--- config.mk ---
export PLATFORM = sky130hd
export DESIGN_NAME = goertzel_frame_ctrl_flat
export DESIGN_NICKNAME = d
export VERILOG_FILES = /design/src/rtl/goertzel_frame_ctrl_if.sv /design/src/rtl/goertzel_frame_ctrl.sv /design/src/flat_wrapper.sv
export SDC_FILE = /design/constraint.sdc
export NUM_CORES = 1
export LEC_CHECK = 0
export ABC_AREA = 1
export CORE_MARGIN = 4
export CORE_UTILIZATION = 35
export DETAILED_ROUTE_END_ITERATION = 6
export GPL_TIMING_DRIVEN = 0
export PLACE_DENSITY = 0.71
export SLEW_MARGIN = 30
export SYNTH_ARGS = -nofsm -noshare
export SYNTH_HDL_FRONTEND = slang
export SYNTH_SLANG_ARGS = --single-unit
--- constraint.sdc ---
create_clock -name clk -period 1.65 [get_ports clk]
set_clock_uncertainty 0.2 [all_clocks]
set_input_delay 0.495 -clock clk [delete_from_list [all_inputs] [get_ports clk]]
set_output_delay 0.495 -clock clk [all_outputs]
set_load 0.02 [all_outputs]
--- src/rtl/goertzel_frame_ctrl_if.sv ---
// Sample-in and result-out valid/ready bundle for goertzel_frame_ctrl.
// Ports: s_valid/s_ready/s_data (samples in), m_valid/m_ready/m_mag/m_detect/m_frame (result out).
interface goertzel_frame_ctrl_if #(
  parameter int SAMPLE_W = 14,
  parameter int MAG_W    = 40
);
  logic                s_valid;
  logic                s_ready;
  logic [SAMPLE_W-1:0] s_data;
  logic                m_valid;
  logic                m_ready;
  logic [MAG_W-1:0]    m_mag;
  logic                m_detect;
  logic [15:0]         m_frame;

  modport slave (
    input  s_valid, s_data, m_ready,
    output s_ready, m_valid, m_mag, m_detect, m_frame
  );

  modport master (
    output s_valid, s_data, m_ready,
    input  s_ready, m_valid, m_mag, m_detect, m_frame
  );
endinterface

--- src/rtl/goertzel_frame_ctrl.sv ---
// Frame sequencer for a goertzel filter: clear, feed frame_len samples, drain, capture, hold.
// Ports: clk, rst_n, start/cont/abort/frame_len/threshold control, bus (slave), flt_* filter side, busy.
module goertzel_frame_ctrl #(
  parameter int SAMPLE_W = 14,
  parameter int MAG_W    = 40,
  parameter int CNT_W    = 8,
  parameter int N_MAX    = 205,
  parameter int FLT_LAT  = 2
) (
  input  logic                clk,
  input  logic                rst_n,
  input  logic                start,
  input  logic                cont,
  input  logic                abort,
  input  logic [CNT_W-1:0]    frame_len,
  input  logic [MAG_W-1:0]    threshold,
  goertzel_frame_ctrl_if.slave bus,
  output logic                flt_clr,
  output logic                flt_en,
  output logic [SAMPLE_W-1:0] flt_data,
  input  logic [MAG_W-1:0]    flt_mag,
  output logic                busy
);

  localparam int DLY_W = $clog2(FLT_LAT + 2);

  typedef enum logic [2:0] {
    IDLE, CLEAR, RUN, DRAIN, HOLD
  } state_t;

  state_t              state_q;
  logic [CNT_W-1:0]    len_q;
  logic [CNT_W-1:0]    len_d;
  logic                cont_q;
  logic [CNT_W-1:0]    cnt_q;
  logic [DLY_W-1:0]    dly_q;
  logic                clr_q;
  logic                en_q;
  logic [SAMPLE_W-1:0] data_q;
  logic                mv_q;
  logic [MAG_W-1:0]    mag_q;
  logic                det_q;
  logic [15:0]         frm_q;
  logic                s_ready;
  logic                acc;

  assign s_ready      = (state_q == RUN);
  assign acc          = bus.s_valid & s_ready;
  assign busy         = (state_q != IDLE);
  assign flt_clr      = clr_q;
  assign flt_en       = en_q;
  assign flt_data     = data_q;
  assign bus.s_ready  = s_ready;
  assign bus.m_valid  = mv_q;
  assign bus.m_mag    = mag_q;
  assign bus.m_detect = det_q;
  assign bus.m_frame  = frm_q;

  // Out-of-range lengths (0 or above N_MAX) run a full-length frame.
  always_comb begin
    len_d = frame_len;
    unique case (1'b1)
      (frame_len == '0),
      (frame_len > CNT_W'(N_MAX)): len_d = CNT_W'(N_MAX);
      default: len_d = frame_len;
    endcase
  end

  always_ff @(posedge clk or negedge rst_n) begin
    if (!rst_n) begin
      state_q <= IDLE;
      len_q   <= '0;
      cont_q  <= 1'b0;
      cnt_q   <= '0;
      dly_q   <= '0;
      clr_q   <= 1'b0;
      en_q    <= 1'b0;
      data_q  <= '0;
      mv_q    <= 1'b0;
      mag_q   <= '0;
      det_q   <= 1'b0;
      frm_q   <= '0;
    end else begin
      clr_q <= 1'b0;
      en_q  <= 1'b0;
      if (abort) begin
        state_q <= IDLE;
        mv_q    <= 1'b0;
      end else begin
        unique case (state_q)
          IDLE: begin
            if (start) begin
              len_q   <= len_d;
              cont_q  <= cont;
              clr_q   <= 1'b1;
              state_q <= CLEAR;
            end
          end
          CLEAR: begin
            cnt_q   <= '0;
            state_q <= RUN;
          end
          RUN: begin
            if (acc) begin
              en_q   <= 1'b1;
              data_q <= bus.s_data;
              cnt_q  <= cnt_q + CNT_W'(1);
              if (cnt_q == len_q - CNT_W'(1)) begin
                dly_q   <= '0;
                state_q <= DRAIN;
              end
            end
          end
          // Last flt_en lands in the first DRAIN cycle; flt_mag is
          // valid FLT_LAT cycles later, which is the capture cycle.
          DRAIN: begin
            if (dly_q == DLY_W'(FLT_LAT)) begin
              mag_q   <= flt_mag;
              det_q   <= (flt_mag >= threshold);
              mv_q    <= 1'b1;
              state_q <= HOLD;
            end else begin
              dly_q <= dly_q + DLY_W'(1);
            end
          end
          HOLD: begin
            if (bus.m_ready) begin
              mv_q  <= 1'b0;
              frm_q <= frm_q + 16'd1;
              if (cont_q) begin
                clr_q   <= 1'b1;
                state_q <= CLEAR;
              end else begin
                state_q <= IDLE;
              end
            end
          end
          default: state_q <= IDLE;
        endcase
      end
    end
  end

endmodule

--- src/flat_wrapper.sv ---
// flat-port wrapper written by rule: the top's interface ports become plain ports
module goertzel_frame_ctrl_flat 
#(
  parameter int SAMPLE_W = 14,
  parameter int MAG_W    = 40,
  parameter int CNT_W    = 8,
  parameter int N_MAX    = 205,
  parameter int FLT_LAT  = 2
)
  (clk, rst_n, start, cont, abort, frame_len, threshold, flt_clr, flt_en, flt_data, flt_mag, busy, bus_s_valid, bus_s_data, bus_m_ready, bus_s_ready, bus_m_valid, bus_m_mag, bus_m_detect, bus_m_frame);
  goertzel_frame_ctrl_if #(.SAMPLE_W(SAMPLE_W), .MAG_W(MAG_W)) bus_i ();
  input  logic clk;
  input  logic rst_n;
  input  logic start;
  input  logic cont;
  input  logic abort;
  input  logic [CNT_W-1:0] frame_len;
  input  logic [MAG_W-1:0] threshold;
  output logic flt_clr;
  output logic flt_en;
  output logic [SAMPLE_W-1:0] flt_data;
  input  logic [MAG_W-1:0] flt_mag;
  output logic busy;
  input wire logic [$bits(bus_i.s_valid)-1:0] bus_s_valid;
  input wire logic [$bits(bus_i.s_data)-1:0] bus_s_data;
  input wire logic [$bits(bus_i.m_ready)-1:0] bus_m_ready;
  output wire logic [$bits(bus_i.s_ready)-1:0] bus_s_ready;
  output wire logic [$bits(bus_i.m_valid)-1:0] bus_m_valid;
  output wire logic [$bits(bus_i.m_mag)-1:0] bus_m_mag;
  output wire logic [$bits(bus_i.m_detect)-1:0] bus_m_detect;
  output wire logic [$bits(bus_i.m_frame)-1:0] bus_m_frame;
  assign bus_i.s_valid = bus_s_valid;
  assign bus_i.s_data = bus_s_data;
  assign bus_i.m_ready = bus_m_ready;
  assign bus_s_ready = bus_i.s_ready;
  assign bus_m_valid = bus_i.m_valid;
  assign bus_m_mag = bus_i.m_mag;
  assign bus_m_detect = bus_i.m_detect;
  assign bus_m_frame = bus_i.m_frame;
  goertzel_frame_ctrl #(.SAMPLE_W(SAMPLE_W), .MAG_W(MAG_W), .CNT_W(CNT_W), .N_MAX(N_MAX), .FLT_LAT(FLT_LAT)) u_core (.clk(clk), .rst_n(rst_n), .start(start), .cont(cont), .abort(abort), .frame_len(frame_len), .threshold(threshold), .bus(bus_i), .flt_clr(flt_clr), .flt_en(flt_en), .flt_data(flt_data), .flt_mag(flt_mag), .busy(busy));
endmodule
== Yosys cells after proc, flatten, opt, wreduce, memory -nomap -nowiden ==
Cells that the tools add are included.

* ROM bits: 0
* RAM bits: 0
* Input bits: 109
* Memories: 0
* Flip-flop bits (word level): 96
* Output and inout port bits: 76
* Word-level logic and storage cells: 76
* Latch bits: 0

* Multiplexer cells: 27
* Add/subtract/negate cells: 4
* Bitwise gates (word level): 2
* Magnitude comparators: 2
* $mul: 0
* Equal/unequal tests: 14
* Reductions and logical operators: 15
* Div/mod/pow operators: 0
* Shifts and indexed selects: 0

{| class="wikitable"
|+ Operators by type and width
! kind !! count
|-
| 40-bit >= comparator || 1
|-
| 3-bit 2-to-1 mux || 6
|-
| 3-bit AND reduction || 6
|-
| 16-bit by 1-bit adder with 16-bit output, second input constant || 1
|-
| 8-bit 2-to-1 mux || 2
|-
| 8-bit case mux with 2 select lines || 1
|-
| 3-bit case mux with 5 select lines || 1
|-
| 3-bit inequality test, second input constant || 4
|-
| 1-bit 2-to-1 mux || 11
|-
| 5-bit AND reduction || 2
|-
| 8-bit by 1-bit adder with 8-bit output, second input constant || 1
|-
| 8-bit == test || 1
|-
| 8-bit > comparator, second input constant || 1
|-
| 8-bit logical NOT || 1
|-
| 8-bit by 1-bit subtractor with 8-bit output, second input constant || 1
|-
| 3-bit by 2-bit == test with 1-bit output, second input constant || 2
|-
| 2-bit 2-to-1 mux || 3
|-
| 2-bit inequality test, second input constant || 3
|-
| 3-bit nonzero test || 2
|-
| 1-bit case mux with 2 select lines || 2
|-
| 2-bit case mux with 2 select lines || 1
|-
| 2-bit nonzero test || 2
|-
| 3-bit by 1-bit == test with 1-bit output, second input constant || 1
|-
| 3-bit == test, second input constant || 1
|-
| other kinds (7) || 7
|}

== Logic depth before layout (Yosys ltp) ==
* Depth in word-level cells: 6
* Gate-level depth with buffers: 15
* Gate-level depth less buffers: 15

== Least setup slack after synthesis ==
OpenSTA, ideal clock, no wires.

* Kind: input port to flip-flop
* Start point: in abort
* End point: reg u_core.cnt_q[6]
* Buffers on the path: 1
* Stages on the path: 11
* Arrival time: 1603 ps
* Slack: -272 ps
* Data required time: 1331 ps
* Setup time: 119 ps
* Cell sequence: buf_2 -> inv_2 -> nand4_1 -> nand2_4 -> nand2_1 -> nor2_2 -> nand2_1 -> nor2_2 -> nand3_1 -> nand2_1 -> nor2_1

* Longest elaborated chain between the ends: 2

{| class="wikitable"
|+ Ends and longest elaborated chain
! what !! line !! text
|-
| start: declaration || flat_wrapper.sv:16 || <nowiki>input logic abort;</nowiki>
|-
| 1-bit NOT (no source line) || n/a ||
|-
| 3-bit AND reduction (no source line) || n/a ||
|-
| end signal: assignment || goertzel_frame_ctrl.sv:107 || <nowiki>cnt_q <= cnt_q + CNT_W'(1);</nowiki>
|-
| end: declaration || goertzel_frame_ctrl.sv:35 || <nowiki>logic [CNT_W-1:0] cnt_q;</nowiki>
|}

Every way passes these cells.
A chain may end at the register's enable or synchronous reset.

== Worst setup path in the final report ==
* Start point: reg u_core.state_q[1]
* End point: reg u_core.cnt_q[7]

* Longest elaborated chain between the ends: 4

{| class="wikitable"
|+ Ends and longest elaborated chain
! what !! line !! text
|-
| start: declaration || goertzel_frame_ctrl.sv:31 || <nowiki>state_t state_q;</nowiki>
|-
| start signal: assignment || goertzel_frame_ctrl.sv:71 || <nowiki>state_q <= IDLE;</nowiki>
|-
| start signal: assignment || goertzel_frame_ctrl.sv:87 || <nowiki>state_q <= IDLE;</nowiki>
|-
| start signal: assignment || goertzel_frame_ctrl.sv:96 || <nowiki>state_q <= CLEAR;</nowiki>
|-
| 3-bit by 2-bit == test with 1-bit output || goertzel_frame_ctrl.sv:47, goertzel_frame_ctrl.sv:90 ||
|-
| 1-bit bitwise AND || goertzel_frame_ctrl.sv:48 || <nowiki>assign acc = bus.s_valid & s_ready;</nowiki>
|-
| 2-bit inequality test (no source line) || n/a ||
|-
| 3-bit AND reduction (no source line) || n/a ||
|}

Several ways; a longest one is shown, not always the timed one.

==> key figures <==
Finish
  • Syn-to-layout area delta: 71.1%
  • Final instance area: 9280 µm²
  • Fin cells: 1,162
  • Core Util, Final: 0.610
  • Area taken by flip-flops and latches: 2410 µm²
  • Multi-input gate area: 3520 µm²
  • # nets final: 1,117
  • Fraction of layout instances using a drive strength above 1: 0.439
  • Fill count: 1,292

Floorplan
  • Core Area: 15,200 µm²
  • Row cnt: 45
  • Die Wd: 132 µm
  • IO Pins: 185
  • Die height: 132 µm
  • Die area: 17,600 µm²
  • Initial Utilization: 0.357

Timing
  • Unrepaired setup endpoints after global routing: true
  • Final Max Tran Viols: 0
  • Worst Tran Pin Value: 0.485 ns
  • Total Neg Setup Slack: -10.71 ns
  • Maximum clock rate: 500 MHz
  • Period Utilization, post-route: 1.21
  • Final setup fails: 70
  • PnR worst setup slack: -0.350 ns
  • WHS: 0.159 ns
  • Min cycle time layout: 2.00 ns
  • Final hold violation count: 0
  • Relative slew slack: 0.674

Detailed routing
  • DRT iter0 DRCs: 177
  • 1st-pass router iterations: 4
  • Drc violations: 0
  • Final ANT Viol Nets: 0
  • DR vias: 5,495
  • Drt via density: 4.73
  • Routed WL per cell: 15.3 µm
  • Post-Route WL: 17.8 mm

GRT
  • Gr ovfl total: 0
  • First-pass GRT wire length: 27.6 mm
  • Initial antenna violation count: 6
  • GRT Total Usage: 0.194
  • Largest net degree at the start of global routing: 59
  • Vias in the first global route: 5,578

Critical path
  • Crit path kind: reg -> reg
  • CP top delay family: simple AND/OR/NAND/NOR gates
  • Cells on worst reg2reg path: 10
  • R2R Path End: u_core.cnt_q[7]
  • CP max stage delay: 0.40 ns
  • Buf+Inv Stages, Crit Path: 3
  • Reg-to-Reg Start: u_core.state_q[1]
  • Critical Path AT: 2.03 ns
  • Critical path, cell by cell: inv_2 -> buf_6 -> buf_6 -> nand4_1 -> nand2_4 -> nand2_4 -> nor2_4 -> nand4_1 -> xor2_1 -> nor2_1
  • WP data required: 1.68 ns
  • CP max FO: 4
  • Startpoint Class: flop
  • Slowest-stage cell, CP: dfrtp_1
  • CP Capture Type: flop
  • R2R Setup Slk: -0.35 ns

Logic synthesis
  • Register area share after synthesis: 0.443
  • Seq cells post-synth: 96
  • Dominant synthesized flop cell: dfrtp_1
  • Netlist cell types: 34
  • Synth top area share: 0.443
  • EDFF count, synth: 0
  • Yosys top cell by area: dfrtp_1
  • Mapped Area: 5420 µm²
  • Area contributors post-synth: dfrtp_1, nand2_1, ha_1
  • Syn Inst Count: 690
  • Asr flop ratio synth: 1.00
  • Synthesized Nets: 843
  • Syn. warnings: 0
  • Syn avg cell area: 7.86 µm²

Clock tree
  • CTS tree: yes
  • Num CTS Buffers: 9
  • H-Tree Depth: 3
  • CTS Buffer Depth: 2
  • Clock transition at the registers of the reported paths: 0.07 ns
  • CTS Sinks: 96
  • Clk_lat worst skew: 0.35 ns
  • Clock root buffer: clkbuf_16

Flow run
  • Max cap viols: 0

Power and ir drop
  • Power per cell area: 1200 nW/µm²
  • Total power: 11.1 mW
  • P_sw: 4.46 mW
  • Flop pwr share: 0.332
  • P_int: 6.67 mW
  • Clock power frac: 0.205
  • Sw Ratio: 0.401
  • Combinational share of power: 0.462
  • Max rail drop VDD: 0.622 mV
  • Lkg Pwr: 4.86 nW

Min path
  • Worst Hold Depth: 3
  • Hold path startpoint: flt_mag[31]
  • Worst min path class: in -> reg
  • WHS Endpoint: u_core.bus.m_mag[31]

Place
  • Gpl congestion: 0.843
  • Placed insts: 1,062
  • Port bufs: 183
  • Post-DP Area: 7690 µm²
  • Post-DP HPWL: 11.5 mm
  • Pre-CTS setup slack: -0.943 ns

Run status
  • Status: complete, but fails checks
  • Failing checks: negative setup slack
-- worst max path at each step --
stage / startpoint / to / slack, ns / depth (start not counted)
2_1_floorplan: u_core.state_q[2] / u_core.cnt_q[6] / -0.20 / 10
3_3_place_gp: rst_n / u_core.state_q[2] / -4.34 / 1
3_5_place_dp: threshold[37] / u_core.bus.m_detect / -0.94 / 13
4_1_cts: u_core.state_q[0] / busy / -0.29 / 6
5_1_grt: u_core.state_q[1] / u_core.cnt_q[6] / -0.39 / 12
6_report: u_core.state_q[1] / u_core.cnt_q[7] / -0.35 / 10
-- repair_timing --
| item | in CTS | in global routing |
|---|---|---|
| hold buffers | 1 | 0 |
| cloned | 9 | 0 |
| endpoints found under the setup margin | 165 | 96 |
| resized for setup | 695 | 66 |
| buffers inserted | 51 | 24 |
| hold endpoints to repair | 38 | 0 |
| pin swaps | 113 | 40 |
-- cells in the mapped netlist (4+ instances only) --
library cell and n:
clkbuf_1 5, xnor2_1 9, inv_1 84, a21oi_1 25, dfrtp_1 96, xor2_1 12, nand4_1 8, nand3_1 27
o21ai_0 29, inv_2 4, nor2_1 40, nand2_1 261, buf_2 6, nor3_1 10, nor2_2 4, ha_1 44
-- cells by family after synthesis --
family / synth area share
compound gates: 0.0563
xor+xnor: 0.0339
buf+inv: 0.0729
simple gates: 0.293
flops: 0.443
fa+ha+maj: 0.101
-- area by class of cell --
type	count	area share
repair buffers	264	0.238
flip-flops and latches	96	0.260
clock inverters	7	0.0102
clock buffers	9	0.0243
repair inverters	1	0.000944
plain buffers	11	0.0205
multi-input cells	492	0.379
inverters	89	0.0406
well taps	188	0.0253
diodes	5	0.00135
-- power by group through the flow --
stage / sequential (mW) / clock, mW / combinational (mW)
final: 3.70 / 2.29 / 5.14
after global routing: 3.80 / 2.45 / 5.61
after CTS: 3.70 / 2.35 / 4.66
after detailed placement: 3.70 / 0 / 4.63
after global placement: 3.66 / 0 / 4.59
after floorplan: 4.41 / 0 / 1.73
-- worst reg2reg max path, delay by kind of cell, from the launching register on --
family | cells | cell delay, ns
xor+xnor | 1 | 0.17
flops | 1 | 0.40
buf+inv | 3 | 0.35
simple gates | 6 | 0.77
-- cells in the final DEF, fill, tap and decap left out, types with 4 or more instances in the layout --
| cell | n |
|---|---|
| nor2_4 | 13 |
| clkdlybuf4s15_1 | 12 |
| nor2_2 | 7 |
| nand3_2 | 5 |
| clkdlybuf4s50_1 | 21 |
| nor3_4 | 7 |
| ha_1 | 9 |
| nor2_1 | 26 |
| buf_16 | 5 |
| buf_4 | 50 |
| inv_6 | 4 |
| buf_8 | 10 |
| diode_2 | 5 |
| inv_2 | 35 |
| o21ai_1 | 11 |
| nand2_2 | 57 |
| nand4_1 | 8 |
| ha_4 | 31 |
| buf_2 | 93 |
| dfrtp_1 | 91 |
| dfrtp_2 | 5 |
| ha_2 | 4 |
| inv_1 | 46 |
| nand3_1 | 21 |
| nor3_1 | 6 |
| a21oi_1 | 12 |
| o21ai_0 | 14 |
| o21ai_2 | 4 |
| nand2_4 | 10 |
| clkdlybuf4s15_2 | 4 |
| a21oi_2 | 13 |
| xor2_1 | 12 |
| xnor2_1 | 7 |
| dlygate4sd2_1 | 41 |
| clkbuf_16 | 14 |
| buf_6 | 27 |
| nand2_1 | 196 |
-- sequential cells by signal, summed over array words and instances (netlist names) --
register	count
u_core.bus.m_detect	1
u_core.flt_data	14
u_core.cnt_q	8
u_core.state_q	3
u_core.cont_q	1
u_core.bus.m_valid	1
u_core.bus.m_frame	16
u_core.flt_clr	1
u_core.bus.m_mag	40
u_core.dly_q	2
u_core.flt_en	1
u_core.len_q	8
-- metal layers --
layer | track usage | vias up | routed length, µm
met4 | 0.0658 | 2 | 438
li1 | - | 2733 | -
met2 | 0.337 | 157 | 9000
met1 | 0.227 | 2571 | 7100
met5 | 0 | - | 12
met3 | 0.0608 | 32 | 1220
Note: power is estimated with default switching activity, not from simulation.
==> RTL edit 1 (config.mk and constraints unchanged) <==
`SAMPLE_W` is set to 14 in 3 places; all go to 28.
--- a/src/rtl/goertzel_frame_ctrl_if.sv
+++ b/src/rtl/goertzel_frame_ctrl_if.sv
@@ -1,7 +1,7 @@
 // Sample-in and result-out valid/ready bundle for goertzel_frame_ctrl.
 // Ports: s_valid/s_ready/s_data (samples in), m_valid/m_ready/m_mag/m_detect/m_frame (result out).
 interface goertzel_frame_ctrl_if #(
-  parameter int SAMPLE_W = 14,
+  parameter int SAMPLE_W = 28,
   parameter int MAG_W    = 40
 );
   logic                s_valid;
--- a/src/rtl/goertzel_frame_ctrl.sv
+++ b/src/rtl/goertzel_frame_ctrl.sv
@@ -1,7 +1,7 @@
 // Frame sequencer for a goertzel filter: clear, feed frame_len samples, drain, capture, hold.
 // Ports: clk, rst_n, start/cont/abort/frame_len/threshold control, bus (slave), flt_* filter side, busy.
 module goertzel_frame_ctrl #(
-  parameter int SAMPLE_W = 14,
+  parameter int SAMPLE_W = 28,
   parameter int MAG_W    = 40,
   parameter int CNT_W    = 8,
   parameter int N_MAX    = 205,
--- a/src/flat_wrapper.sv
+++ b/src/flat_wrapper.sv
@@ -1,7 +1,7 @@
 // flat-port wrapper written by rule: the top's interface ports become plain ports
 module goertzel_frame_ctrl_flat 
 #(
-  parameter int SAMPLE_W = 14,
+  parameter int SAMPLE_W = 28,
   parameter int MAG_W    = 40,
   parameter int CNT_W    = 8,
   parameter int N_MAX    = 205,
Interface: changed (resized bus_s_data and flt_data); port bits go from 185 to 213. The function was not compared with the original's and may differ.
==> RTL edit 1 against the unedited design <==
The run still ends with setup timing left. Area after synthesis up 9.3%. Design area up 7.2%. Total power up 3.9%. Wire length up 8.8%. Sequential cell count up 14. Combinational power up 3%. Die area up 8.7%. Worst setup slack better by 0.011 ns. Largest power group unchanged.
==> RTL edit 1: results <==
[grt]
grt_pass1_wl_um = 30080
first_global_vias = 6065
antenna_found_initial = 2
grt_max_degree = 67
grtUsageTotal_pct = 19.12

[final_layout]
drive_gt1_share_pct = 43.20
antenna_cells = 0
nNetsFinal = 1199

[logic_synthesis]
synth_nets = 910
synth_common_cells = "nand2_1, dfrtp_1, inv_1"
synth_seq_area_share_pct = 46.44
synth_area_leaders = "dfrtp_1, nand2_1, ha_1"

[route]
avgRoutedWirePerCell_um = 15.38
drtIter0Drc = 203
post_drt_via_cell_ratio = 4.683
vias = 5886

[pwr]
vdd_drop_max_uv = 667.3
leakage_nw = 5.211

[timing]
tns_ns = -8.305
finalWorstSetupSlack_ns = -0.3387
setup_viol = 101
hold_slack_ns = 0.1524
tightest_slew_ns = 0.5438

[worst_hold_path]
hp-start = "flt_mag[32]"
hold_path.class = "in -> reg"
hold_end = "u_core.bus.m_mag[32]$_DFFE_PN0P_"

[critical_path]
path_max_fanout = 6
cpPeakStageDelay_ns = 0.37
rr_worst_depth = 11

[place]
dp_hpwl_um = 13390
place_congestion = 0.8099
io_buffers = 212

[clocking]
clk_path_buf_depth = 2

[run_status]
status = "finished with violations"
violations = "setup timing"
## RTL edit 1: cell types whose count changed after synthesis, moves of 3 or more
cell      change
nand2_1      +44
dfrtp_1      +14
nor3_1        -5
o21ai_0       -4
clkbuf_1      +3
nand3_2       +3
nor3_2        -3
## RTL edit 1: layer usage
layer | global-route usage [%] | vias up | part of all wire, %
met2 | 33.56 | 178 | 50
li1 | - | 2912 | -
met3 | 7.390 | 36 | 7.8
met5 | 0 | - | 0.14
met4 | 5.876 | 4 | 2.6
met1 | 21.51 | 2756 | 40
## RTL edit 1: what timing repair did
| item | 4_1_cts | 5_1_grt |
|---|---|---|
| pin swaps | 105 | 79 |
| endpoints found under the hold margin | 65 | 0 |
| setup buffers | 39 | 21 |
| resized for setup | 749 | 162 |
| hold buffers | 1 | 0 |
| gates cloned | 1 | 4 |
| endpoints found under the setup margin | 192 | 116 |
## RTL edit 1: worst max-delay path: cells and delay by family (launching register included)
kind,cells,cell delay (ns)
and+or+nand+nor,8,0.97
buffers and inverters,3,0.33
DFF,1,0.37
## RTL edit 1: cell type report
| cell class | instances | area [um^2] |
|---|---|---|
| Clock inverter | 4 | 32.53 |
| Timing Repair Buffer | 278 | 2291 |
| Clock buffer | 12 | 246.5 |
| Buffer | 16 | 220.2 |
| Inverter | 88 | 366.6 |
| Sequential cell | 110 | 2760 |
| Multi-Input combinational cell | 529 | 3752 |
| Tap cell | 220 | 275.3 |
| Fill cell | 1466 | 6639 |
## RTL edit 1: through the flow
| step | setup slack [ns] | util [%] | power [mW] |
|---|---|---|---|
| after CTS | -0.2989 | 55.70 | 11.18 |
| after global placement | -5.147 | 51.24 | 9.164 |
| after global routing | -0.4310 | 59.97 | 12.37 |
| after floorplan | -0.1733 | - | 6.801 |
| after detailed placement | -0.9435 | 51.44 | 9.300 |
| final | -0.3387 | 59.97 | 11.57 |
## RTL edit 1: power breakdown
part	total [mW]	switching [mW]	leakage (nW)	internal (mW)
clock network	2.09	1.01	0.129	1.07
logic	5.28	3.06	3.63	2.22
registers	4.20	0.603	1.46	3.60
total	11.6	4.67	5.21	6.89
## RTL edit 1: logic make-up after synthesis
group / synth area share [%]
XOR/XNOR: 3.188
AO/OA/AOI/OAI: 5.468
flip-flops: 46.44
buffers and inverters: 6.755
adder cells (fa/ha/maj): 9.289
AND/OR/NAND/NOR: 28.86
==> RTL edit 2 (same flow settings) <==
Made on the original files. Make the reset (`rst_n`) synchronous in one clocked block.
--- a/src/rtl/goertzel_frame_ctrl.sv
+++ b/src/rtl/goertzel_frame_ctrl.sv
@@ -66,7 +66,7 @@
     endcase
   end
 
-  always_ff @(posedge clk or negedge rst_n) begin
+  always_ff @(posedge clk) begin
     if (!rst_n) begin
       state_q <= IDLE;
       len_q   <= '0;
Formal check against the unedited RTL: differs if rst_n is asserted again (counterexample within 4 cycles, from zero or initial values and one cycle with rst_n low); with rst_n held inactive, the same outputs for 4 cycles.
==> RTL edit 2 against the unedited design <==
The run still ends with setup timing left. Area after synthesis shrank 2.6%. Synthesized cell count grew 12%. Utilization shrank 0.54 points. Cell count grew 3.9%. Via count grew 4.8%. Worst setup slack gained 0.13 ns. Wire length grew 1.9%. Sequential share of layout area shrank 3.9 points. Design area shrank 4.5%. First-iteration DRC count grew 16%. Sequential cell count is the same. Critical endpoint is now bus_s_ready. Highest routed layer unchanged.
Power is not compared: it rests on default switching activity, and its combinational part moved more than twofold at a synthesized area within 25%.
==> RTL edit 2: results <==
[final_layout]
antenna_cells = 0
nNetsFinal = 1171
drive_gt1_share_pct = 44.87

[critical_path]
path_max_fanout = 3
reg2reg_to = "u_core.cnt_q[2]$_SDFFE_PN0P_"
cp_top_family = "flip-flops"
slowest_stage = "dfxtp_2"
rr_worst_depth = 12
arrival_ns = 1.18
r2r_setup_slack_ns = -0.17
cpPeakStageDelay_ns = 0.36
r2r-start = "u_core.state_q[1]$_SDFFE_PP0P_"

[route]
wl_met3_um = 1335
dr.pass1.iters = 4
wl_met1_um = 7229
drtIter0Drc = 206
met2WireLength_um = 9078
avgRoutedWirePerCell_um = 15.00
post_drt_via_cell_ratio = 4.770

[grt]
grt_pass1_wl_um = 26740
met1_usage_pct = 22.85
grt_max_degree = 16
gr-total-overflow = 0
grtUsageTotal_pct = 19.71
grtUsageMet2_pct = 33.95
antenna_found_initial = 1
first_global_vias = 5614
use_met3_pct = 6.220

[place]
dp_hpwl_um = 12470
placed_area_mm2 = 0.007447
io_buffers = 184
pre_cts_slack_ns = -0.9879

[run_status]
violations = "setup timing"
status = "finished with violations"

[logic_synthesis]
synth_area_leaders = "dfxtp_1, nor2_1, ha_1"
synth_seq_area_share_pct = 36.37
postSynth.asyncResetShare_pct = 0
synth_nets = 928
yosysUniqueCellTypes = 38
synth_common_cells = "nor2_1, nand2_1, inv_1"
synth_ff_type = "dfxtp_1"

[clocking]
cts_buffers = 9
cts_hold_buffers = 0
postCtsSetupBuffers = 28
htreeDepth = 3
cts.repair.resized = 562

[timing]
slew_headroom_pct = 46.98
finalWorstSetupSlack_ns = -0.2228
setup_viol = 79

[worst_hold_path]
hp-start = "flt_mag[39]"
hold_end = "u_core.bus.m_mag[39]$_SDFFE_PN0P_"
hold_path.class = "in -> reg"
## RTL edit 2: changes by cell type after synthesis, moves of 7 or more
cell      change
dfrtp_1      -96
inv_1        +23
a21oi_1      +22
o21ai_1      +44
dfxtp_1      +96
nor2_1      +124
clkbuf_1      +7
nand2_1     -136
xor2_1        -8
## RTL edit 2: kinds of logic after synthesis
group / Yosys count / share of synthesized area [%]
flops: 96 / 36.37
compound gates: 133 / 13.05
simple gates: 358 / 28.91
fa+ha+maj: 44 / 10.42
buf+inv: 135 / 9.756
xor+xnor: 9 / 1.492
## RTL edit 2: area by class of cell
type                    instances  area [um^2]
plain buffers                  18        217.7
clock buffers                  11        252.7
clock inverters                 5        55.05
fillers                      1342         5784
inverters                     116        481.7
multi-input cells             544         3925
flip-flops and latches         96         1956
well taps                     184        230.2
repair buffers                233         1742
## RTL edit 2: worst max-delay path by stage
stage                                        start                               end  cells after the start
floorplan                            threshold[39]  u_core.bus.m_detect$_SDFFE_PN0P_                     11
global placement                     threshold[39]  u_core.bus.m_detect$_SDFFE_PN0P_                     12
detailed placement                   threshold[39]  u_core.bus.m_detect$_SDFFE_PN0P_                     12
CTS                 u_core.state_q[1]$_SDFFE_PP0P_                       bus_s_ready                      5
global route        u_core.state_q[1]$_SDFFE_PP0P_      u_core.cnt_q[6]$_SDFFE_PN0P_                     12
finish              u_core.state_q[1]$_SDFFE_PP0P_                       bus_s_ready                      5
## RTL edit 2: through the flow
step                      TNS (ns)  instances  hold WS [ns]  power, mW
final                       -7.822       1207        0.1759      5.636
after global routing        -14.73       1207        0.1787      5.893
after CTS                   -7.898       1188        0.2682      5.587
after detailed placement    -68.86       1143        0.2597      3.289
after global placement      -67.79       1143        0.2502      3.278
after floorplan            -0.3100        775        0.2389      2.863
